--- src/rtl/ibex_pmp_csr_if.sv ---
// PMP CSR payload types and the CSR-unit <-> PMP CSR bank port interface.
package ibex_pmp_csr_pkg;

  localparam int unsigned PmpModeW = 2;

  typedef struct packed {
    logic                lock;
    logic [PmpModeW-1:0] mode;
    logic                exec;
    logic                write;
    logic                read;
  } pmp_cfg_t;

  typedef struct packed {
    logic rlb;
    logic mmwp;
    logic mml;
  } pmp_mseccfg_t;

  localparam logic [PmpModeW-1:0] PMP_MODE_OFF   = 2'd0;
  localparam logic [PmpModeW-1:0] PMP_MODE_TOR   = 2'd1;
  localparam logic [PmpModeW-1:0] PMP_MODE_NA4   = 2'd2;
  localparam logic [PmpModeW-1:0] PMP_MODE_NAPOT = 2'd3;

endpackage

interface ibex_pmp_csr_if;

  localparam int unsigned CsrAddrW = 12;
  localparam int unsigned CsrDataW = 32;

  logic                csr_we;
  logic [CsrAddrW-1:0] csr_addr;
  logic [CsrDataW-1:0] csr_wdata;
  logic [CsrDataW-1:0] csr_rdata;
  logic                csr_hit;
  logic                csr_wr_ignored;

  modport master (
    output csr_we, csr_addr, csr_wdata,
    input  csr_rdata, csr_hit, csr_wr_ignored
  );

  modport slave (
    input  csr_we, csr_addr, csr_wdata,
    output csr_rdata, csr_hit, csr_wr_ignored
  );

endinterface

--- src/rtl/ibex_pmp_csr.sv ---
// PMP CSR bank (pmpcfg/pmpaddr/mseccfg) feeding the PMP checker from flops.
// Optional parity protection enabled by defining IBEX_PMP_CSR_PARITY_EN.
module ibex_pmp_csr
  import ibex_pmp_csr_pkg::*;
#(
  parameter int unsigned PMPGranularity = 0,
  parameter int unsigned PMPNumRegions  = 4
) (
  input  logic               clk_i,
  input  logic               rst_i,
  ibex_pmp_csr_if.slave      csr_bus,
  output pmp_cfg_t           csr_pmp_cfg_o     [PMPNumRegions],
  output logic [33:0]        csr_pmp_addr_o    [PMPNumRegions],
  output pmp_mseccfg_t       csr_pmp_mseccfg_o,
  output logic               pmp_csr_err_o
);

  localparam int unsigned AddrW = 32;

  localparam logic [11:0] CsrPmpCfgBase  = 12'h3A0;
  localparam logic [11:0] CsrPmpAddrBase = 12'h3B0;
  localparam logic [11:0] CsrMseccfg     = 12'h747;
  localparam logic [11:0] CsrMseccfgh    = 12'h757;

  function automatic logic [AddrW-1:0] low_mask(input int n);
    logic [AddrW-1:0] m;
    m = '0;
    for (int b = 0; b < int'(AddrW); b++) begin
      if (b < n) m[b] = 1'b1;
    end
    return m;
  endfunction

  function automatic pmp_cfg_t to_cfg(input logic [7:0] b);
    pmp_cfg_t c;
    c.lock  = b[7];
    c.mode  = b[4:3];
    c.exec  = b[2];
    c.write = b[1];
    c.read  = b[0];
    return c;
  endfunction

  // NAPOT reads force the low G-1 bits to 1; OFF/TOR reads force the low G bits to 0.
  localparam logic [AddrW-1:0] NapotOnes = low_mask(int'(PMPGranularity) - 1);
  localparam logic [AddrW-1:0] TorZeros  = low_mask(int'(PMPGranularity));

  pmp_cfg_t           cfg_q    [PMPNumRegions];
  pmp_cfg_t           cfg_new  [PMPNumRegions];
  logic [AddrW-1:0]   addr_q   [PMPNumRegions];
  pmp_mseccfg_t       msec_q, msec_new;
  logic [PMPNumRegions-1:0] cfg_wr, addr_wr, tor_lock_next;
  logic               msec_wr;
  logic               wr_ignored_q, wr_ignored_d;
  logic               any_lock;
  logic               is_cfg, is_addr, is_msec, is_msech;
  logic [31:0]        rdata_c;
  logic               unused_wdata;

  assign is_cfg   = csr_bus.csr_addr[11:2] == CsrPmpCfgBase[11:2];
  assign is_addr  = csr_bus.csr_addr[11:4] == CsrPmpAddrBase[11:4];
  assign is_msec  = csr_bus.csr_addr == CsrMseccfg;
  assign is_msech = csr_bus.csr_addr == CsrMseccfgh;

  assign unused_wdata = ^csr_bus.csr_wdata;

  // A locked TOR region also protects the pmpaddr entry just below it.
  always_comb begin
    tor_lock_next = '0;
    any_lock      = 1'b0;
    for (int unsigned i = 0; i + 1 < PMPNumRegions; i++) begin
      tor_lock_next[i] = cfg_q[i+1].lock && (cfg_q[i+1].mode == PMP_MODE_TOR);
    end
    for (int unsigned r = 0; r < PMPNumRegions; r++) begin
      any_lock = any_lock | cfg_q[r].lock;
    end
  end

  // Write legalisation; every lock check uses the current (pre-write) state.
  always_comb begin
    pmp_cfg_t wcfg;
    wcfg         = '0;
    cfg_wr       = '0;
    addr_wr      = '0;
    msec_wr      = 1'b0;
    msec_new     = msec_q;
    wr_ignored_d = 1'b0;
    for (int unsigned r = 0; r < PMPNumRegions; r++) begin
      cfg_new[r] = cfg_q[r];
    end

    for (int unsigned r = 0; r < PMPNumRegions; r++) begin
      if (csr_bus.csr_we && is_cfg && (csr_bus.csr_addr[1:0] == 2'(r / 4))) begin
        wcfg = to_cfg(csr_bus.csr_wdata[8*(r%4) +: 8]);
        if (cfg_q[r].lock && !msec_q.rlb) begin
          wr_ignored_d = 1'b1;
        end else if (!wcfg.read && wcfg.write && !msec_q.mml) begin
          wr_ignored_d = 1'b1;
        end else if (msec_q.mml && !msec_q.rlb && wcfg.lock &&
                     (wcfg.exec || (!wcfg.read && wcfg.write))) begin
          wr_ignored_d = 1'b1;
        end else begin
          cfg_wr[r]  = 1'b1;
          cfg_new[r] = wcfg;
          if ((PMPGranularity >= 1) && (wcfg.mode == PMP_MODE_NA4)) begin
            cfg_new[r].mode = cfg_q[r].mode;
            wr_ignored_d    = 1'b1;
          end
        end
      end
    end

    for (int unsigned i = 0; i < PMPNumRegions; i++) begin
      if (csr_bus.csr_we && is_addr && (csr_bus.csr_addr[3:0] == 4'(i))) begin
        if ((cfg_q[i].lock || tor_lock_next[i]) && !msec_q.rlb) begin
          wr_ignored_d = 1'b1;
        end else begin
          addr_wr[i] = 1'b1;
        end
      end
    end

    // MML/MMWP are set-only; RLB moves only while no lock can be bypassed by it.
    if (csr_bus.csr_we && is_msec) begin
      msec_wr       = 1'b1;
      msec_new.mml  = msec_q.mml  | csr_bus.csr_wdata[0];
      msec_new.mmwp = msec_q.mmwp | csr_bus.csr_wdata[1];
      if (msec_q.rlb || !any_lock) begin
        msec_new.rlb = csr_bus.csr_wdata[2];
      end else begin
        wr_ignored_d = 1'b1;
      end
    end
  end

  always_ff @(posedge clk_i or posedge rst_i) begin
    if (rst_i) begin
      for (int unsigned r = 0; r < PMPNumRegions; r++) begin
        cfg_q[r]  <= '0;
        addr_q[r] <= '0;
      end
      msec_q       <= '0;
      wr_ignored_q <= 1'b0;
    end else begin
      for (int unsigned r = 0; r < PMPNumRegions; r++) begin
        if (cfg_wr[r])  cfg_q[r]  <= cfg_new[r];
        if (addr_wr[r]) addr_q[r] <= csr_bus.csr_wdata;
      end
      if (msec_wr) msec_q <= msec_new;
      wr_ignored_q <= wr_ignored_d;
    end
  end

  // Read mux; unimplemented regions fall through as zero.
  always_comb begin
    rdata_c = '0;
    for (int unsigned r = 0; r < PMPNumRegions; r++) begin
      if (is_cfg && (csr_bus.csr_addr[1:0] == 2'(r / 4))) begin
        rdata_c[8*(r%4) +: 8] = {cfg_q[r].lock, 2'b00, cfg_q[r].mode,
                                 cfg_q[r].exec, cfg_q[r].write, cfg_q[r].read};
      end
      if (is_addr && (csr_bus.csr_addr[3:0] == 4'(r))) begin
        case (cfg_q[r].mode)
          PMP_MODE_NAPOT:             rdata_c = addr_q[r] | NapotOnes;
          PMP_MODE_OFF, PMP_MODE_TOR: rdata_c = addr_q[r] & ~TorZeros;
          default:                    rdata_c = addr_q[r];
        endcase
      end
    end
    if (is_msec) rdata_c = {29'd0, msec_q};
  end

  assign csr_bus.csr_rdata      = rdata_c;
  assign csr_bus.csr_hit        = is_cfg | is_addr | is_msec | is_msech;
  assign csr_bus.csr_wr_ignored = wr_ignored_q;
  assign csr_pmp_mseccfg_o      = msec_q;

  always_comb begin
    for (int unsigned r = 0; r < PMPNumRegions; r++) begin
      csr_pmp_cfg_o[r]  = cfg_q[r];
      csr_pmp_addr_o[r] = {addr_q[r], 2'b00};
    end
  end

`ifdef IBEX_PMP_CSR_PARITY_EN
  logic [PMPNumRegions-1:0] cfg_par_q, addr_par_q;
  logic                     msec_par_q, err_q, par_mismatch;

  always_comb begin
    par_mismatch = (^msec_q) ^ msec_par_q;
    for (int unsigned r = 0; r < PMPNumRegions; r++) begin
      par_mismatch = par_mismatch | ((^cfg_q[r]) ^ cfg_par_q[r]) |
                     ((^addr_q[r]) ^ addr_par_q[r]);
    end
  end

  // Parity follows accepted writes only; the error is sticky until reset.
  always_ff @(posedge clk_i or posedge rst_i) begin
    if (rst_i) begin
      cfg_par_q  <= '0;
      addr_par_q <= '0;
      msec_par_q <= 1'b0;
      err_q      <= 1'b0;
    end else begin
      for (int unsigned r = 0; r < PMPNumRegions; r++) begin
        if (cfg_wr[r])  cfg_par_q[r]  <= ^cfg_new[r];
        if (addr_wr[r]) addr_par_q[r] <= ^csr_bus.csr_wdata;
      end
      if (msec_wr) msec_par_q <= ^msec_new;
      err_q <= err_q | par_mismatch;
    end
  end

  assign pmp_csr_err_o = err_q;
`else
  assign pmp_csr_err_o = 1'b0;
`endif

endmodule

--- src/flat_wrapper.sv ---
// flat-port wrapper written by rule: the top's interface ports become plain ports
module ibex_pmp_csr_flat import ibex_pmp_csr_pkg::*;
#(
  parameter int unsigned PMPGranularity = 0,
  parameter int unsigned PMPNumRegions  = 4
)
  (clk_i, rst_i, csr_pmp_cfg_o, csr_pmp_addr_o, csr_pmp_mseccfg_o, pmp_csr_err_o, csr_bus_csr_we, csr_bus_csr_addr, csr_bus_csr_wdata, csr_bus_csr_rdata, csr_bus_csr_hit, csr_bus_csr_wr_ignored);
  ibex_pmp_csr_if csr_bus_i ();
  input  logic clk_i;
  input  logic rst_i;
  output pmp_cfg_t csr_pmp_cfg_o[PMPNumRegions];
  output logic [33:0] csr_pmp_addr_o[PMPNumRegions];
  output pmp_mseccfg_t csr_pmp_mseccfg_o;
  output logic pmp_csr_err_o;
  input wire logic [$bits(csr_bus_i.csr_we)-1:0] csr_bus_csr_we;
  input wire logic [$bits(csr_bus_i.csr_addr)-1:0] csr_bus_csr_addr;
  input wire logic [$bits(csr_bus_i.csr_wdata)-1:0] csr_bus_csr_wdata;
  output wire logic [$bits(csr_bus_i.csr_rdata)-1:0] csr_bus_csr_rdata;
  output wire logic [$bits(csr_bus_i.csr_hit)-1:0] csr_bus_csr_hit;
  output wire logic [$bits(csr_bus_i.csr_wr_ignored)-1:0] csr_bus_csr_wr_ignored;
  assign csr_bus_i.csr_we = csr_bus_csr_we;
  assign csr_bus_i.csr_addr = csr_bus_csr_addr;
  assign csr_bus_i.csr_wdata = csr_bus_csr_wdata;
  assign csr_bus_csr_rdata = csr_bus_i.csr_rdata;
  assign csr_bus_csr_hit = csr_bus_i.csr_hit;
  assign csr_bus_csr_wr_ignored = csr_bus_i.csr_wr_ignored;
  ibex_pmp_csr #(.PMPGranularity(PMPGranularity), .PMPNumRegions(PMPNumRegions)) u_core (.clk_i(clk_i), .rst_i(rst_i), .csr_bus(csr_bus_i), .csr_pmp_cfg_o(csr_pmp_cfg_o), .csr_pmp_addr_o(csr_pmp_addr_o), .csr_pmp_mseccfg_o(csr_pmp_mseccfg_o), .pmp_csr_err_o(pmp_csr_err_o));
endmodule
--- config.mk ---
export PLATFORM = sky130hd
export DESIGN_NAME = ibex_pmp_csr_flat
export DESIGN_NICKNAME = d
export VERILOG_FILES = /design/src/rtl/ibex_pmp_csr_if.sv /design/src/rtl/ibex_pmp_csr.sv /design/src/flat_wrapper.sv
export SDC_FILE = /design/constraint.sdc
export NUM_CORES = 1
export LEC_CHECK = 0
export BUFFER_PORTS_ARGS = -buffer_cell sky130_fd_sc_hd__buf_2
export CAP_MARGIN = 15
export CORE_MARGIN = 2
export CORE_UTILIZATION = 25
export CTS_CLUSTER_DIAMETER = 30
export DETAILED_ROUTE_END_ITERATION = 6
export GPL_TIMING_DRIVEN = 0
export PLACE_DENSITY_LB_ADDON = 0.25
export SYNTH_ARGS = -nofsm -noshare
export SYNTH_HDL_FRONTEND = slang
export SYNTH_SLANG_ARGS = --single-unit
--- constraint.sdc ---
create_clock -name clk_i -period 6.73 [get_ports clk_i]
set_input_delay 0.3365 -clock clk_i [delete_from_list [all_inputs] [get_ports clk_i]]
set_output_delay 0.3365 -clock clk_i [all_outputs]
set_load 0.02 [all_outputs]
==> impl_summary.txt <==
----------------------------------------------------
[STA]
  Final setup violation count ... 0
  Worst setup skew after layout ... 0.0122 ns
  Unrepaired setup endpoints after global routing ... false
  Number of slew-limit violations in the final report ... 0
  Tcrit/Tclk final ... 52.8%
  Worst max-slew margin expressed relative to the limit ... 35.7%
  Fin Hold WS ... 0.185 ns
  Highest clock frequency the design can meet ... 282 MHz
  Least-Margin Pin Slew ... 0.965 ns
  Final Hold Violating Endpoints ... 0
  Final min period ... 3.55 ns

[Finish]
  Post-layout nets ... 909
  Fraction of layout cells with a size suffix above 1 ... 52.8%
  Layout overhead on the synthesized area ... 31.3%
  Number of standard cells in the final layout excluding fillers ... 1259
  Number of inserted diodes ... 0

[Job]
  Max capacitance violation total ... 0

[Route]
  Total Wirelength ... 27.5 mm
  Starting DRT DRC Count ... 434
  Highest signal layer in the routed design ... met4
  Per-cell via count in the routed design ... 4.77
  Number of DRC violations after detailed routing ... 0
  Via count of the routed design ... 6002
  DR WL met2 ... 13.0 mm
  Final routed wire length divided by cell count ... 21.9 um
  Metal-1 WL ... 12.7 mm
  Residual antenna-violating net count after detailed routing ... 0
  Number of iterations in the first detailed-routing pass ... 6
  Wire length on met3 ... 1.63 mm

[Logic synthesis]
  Biggest area consumer among synthesized cells ... dfrtp_1
  Synth Instances ... 600
  Per-instance average area after synthesis ... 12.3 um^2
  Most used flip-flop cell after synthesis ... dfrtp_1
  Post-synth top cells ... mux2_2, dfrtp_1, nand2_1
  EDFF count, synth ... 0
  Yosys reg bits ... 156
  Portion of the post-synthesis area used by sequential elements ... 52.8%
  Cells taking the most area after synthesis ... dfrtp_1, mux2_2, nand2_1, nor2_1, a222oi_1
  Async set or reset register ratio after synthesis ... 100%
  YS warnings ... 0
  Top-count cell post-synth ... mux2_2
  Yosys cell types ... 48
  Share of Yosys cell area claimed by the top area cell type ... 52.8%
  Post-synth design cell area ... 0.00739 mm^2

[Critical path]
  Max FO, Critical Path ... 10
  Crit Reg-Reg Startpoint ... u_core.csr_pmp_mseccfg_o[2]
  Max stage delay on crit path ... 0.73 ns
  CP arrival ... 3.21 ns
  Critical path launch point type ... primary input
  Required time worst endpoint ... 6.39 ns
  Category of the critical setup timing path ... in2out
  Slowest library cell on the worst path ... clkbuf_1
  CP delay by family, top ... buffers and inverters
  Critical-path cell list ... clkbuf_1 > nand2b_1 > nor4_1 > clkbuf_1 > clkbuf_1 > a221oi_1 > o21ai_1 > buf_2
  Category of the worst setup path capture point ... output pin
  Cell depth of the worst flop-to-flop path ... 6
  Combined buffer and inverter count along the critical path ... 4
  Worst setup startpoint ... csr_bus_csr_addr[0]
  Cell seen most often among critical-path stages ... clkbuf_1
  Worst R2R End ... u_core.csr_pmp_addr_o[85]
  Flop2flop setup slack ... 4.04 ns

[Placed design]
  Final weighted congestion of routability-driven global placement ... 0.763
  Sum of net half-perimeters after detailed placement ... 19.6 mm
  Dpl cells ... 1226
  IO buf count ... 232

[Global routing]
  Grt total ovfl ... 0
  Number of antenna violations at the first check in global routing ... 0
  Largest net degree at the start of global routing ... 97
  Wire length of the first global-routing pass ... 40.2 mm
  Number of global-route vias before repair ... 5969
  All-layer global routing usage ... 17.7%

[Clock network]
  Maximum level of the CTS H-tree ... 4
  CTS Hold Buffers Added ... 1
  Clock transition at the registers of the reported paths ... 0.07 ns
  Buffer levels on the longest clock path ... 2
  Total clock sinks ... 156
  Clock latency on the worst-skew pair ... 0.43 ns
  Number of resized instances in the post-cts repair step ... 0
  Buffer count from post-CTS setup fixing ... 0
  CTS Buf Count ... 17
  CTS tree ... built
  Cell chosen for the clock root ... clkbuf_16

[Worst hold path]
  Endpoint of the worst hold path ... u_core.csr_pmp_addr_o[99]
  Type of the most critical hold path ... in2reg
  Min-delay src ... csr_bus_csr_wdata[29]
  Instance count along the most critical hold path ... 2

[Die]
  Initial standard-cell utilization of the core ... 25.6%
  Core area ... 0.0289 mm^2
  Die Y ... 176 um
  Full die area ... 0.0310 mm^2
  Die boundary width ... 176 um
  Core Rows ... 62
  Count of pins on the block boundary ... 245

[Outcome]
  Run status ... finished clean

[Pwr]
  Leakage power of the design ... 5.28 nW
  Overall power of the completed layout ... 2.03 mW
  Pwr Density ... 209 mW/mm^2
  IR Drop Worst-Case VDD ... 0.114 mV

----------------------------------------------------
==> per-layer routing <==
metal	global-route usage (%)	vias to the layer above
met5	0	-
met4	3.99	0
met3	4.18	13
met1	24.2	3079
li1	-	2704
met2	28.6	206
==> logic make-up after synthesis <==
family                 share of synthesized area, %
AND/OR/NAND/NOR                                8.85
buffers and inverters                          3.81
AO/OA/AOI/OAI                                  8.90
other                                        0.0507
multiplexers                                   25.6
flip-flops                                     52.8
==> final cells by class <==
| class | count | area [um^2] |
|---|---|---|
| clock buffers | 19 | 453 |
| well taps | 384 | 480 |
| plain buffers | 48 | 251 |
| flip-flops and latches | 156 | 3900 |
| clock inverters | 13 | 140 |
| fillers | 2986 | 19200 |
| repair buffers | 235 | 1200 |
| inverters | 8 | 37.5 |
| multi-input cells | 396 | 3240 |
==> flip-flops by register name, indices dropped and copies added (netlist names) <==
| register | flops |
|---|---|
| u_core.csr_bus.csr_wr_ignored | 1 |
| u_core.csr_pmp_addr_o | 128 |
| u_core.csr_pmp_cfg_o | 24 |
| u_core.csr_pmp_mseccfg_o | 3 |
==> worst max-delay path by stage <==
stage                                          endpoint  slack [ns]  cells past startpoint
after detailed placement          csr_bus_csr_rdata[15]        3.08                      8
after global placement        u_core.csr_pmp_addr_o[20]       -0.17                      2
after CTS                         csr_bus_csr_rdata[15]        3.07                      8
final                             csr_bus_csr_rdata[15]        3.18                      8
after global routing              csr_bus_csr_rdata[15]        2.92                      8
after floorplan           u_core.csr_bus.csr_wr_ignored        2.19                      1
==> through the flow <==
step / setup slack [ns] / utilization (%) / TNS, ns / cell area (um^2)
2_1_floorplan: 2.19 / - / 0 / 7420
3_3_place_gp: -0.165 / 31.3 / -22.31 / 9060
3_5_place_dp: 3.08 / 31.5 / 0 / 9100
4_1_cts: 3.07 / 33.6 / 0 / 9710
5_1_grt: 2.92 / 33.6 / 0 / 9710
6_report: 3.18 / 33.6 / 0 / 9710
==> placed cells by master, fill, tap and decap left out, types with 4 or more instances in the layout <==
cell type   Yosys  final
buf_2           9    242
o21ai_1        10     10
nand2b_1       10     10
a22oi_1         9      9
clkbuf_16       0     17
o21ai_0        21     21
a222oi_1       13     13
buf_4          12     12
clkinvlp_4      0      4
and2_1          4      4
dfrtp_1       156    156
inv_1           8      7
nand2_1        39     39
mux2_2        158    158
mux2_1          4      4
nor2_1         38     38
conb_1          1      9
nor2b_1         4      4
a221oi_1       10     10
clkbuf_1       20     20
buf_1           5      5
a31oi_1         5      5
a21oi_1        14     14
nand3_1         6      6
==> power breakdown <==
group / internal (mW) / switching [mW] / total, mW
combinational: 0.0286 / 0.0664 / 0.0951
sequential: 0.940 / 0.00231 / 0.943
clock: 0.568 / 0.424 / 0.992
No activity file was read; power rests on OpenSTA's default activity.
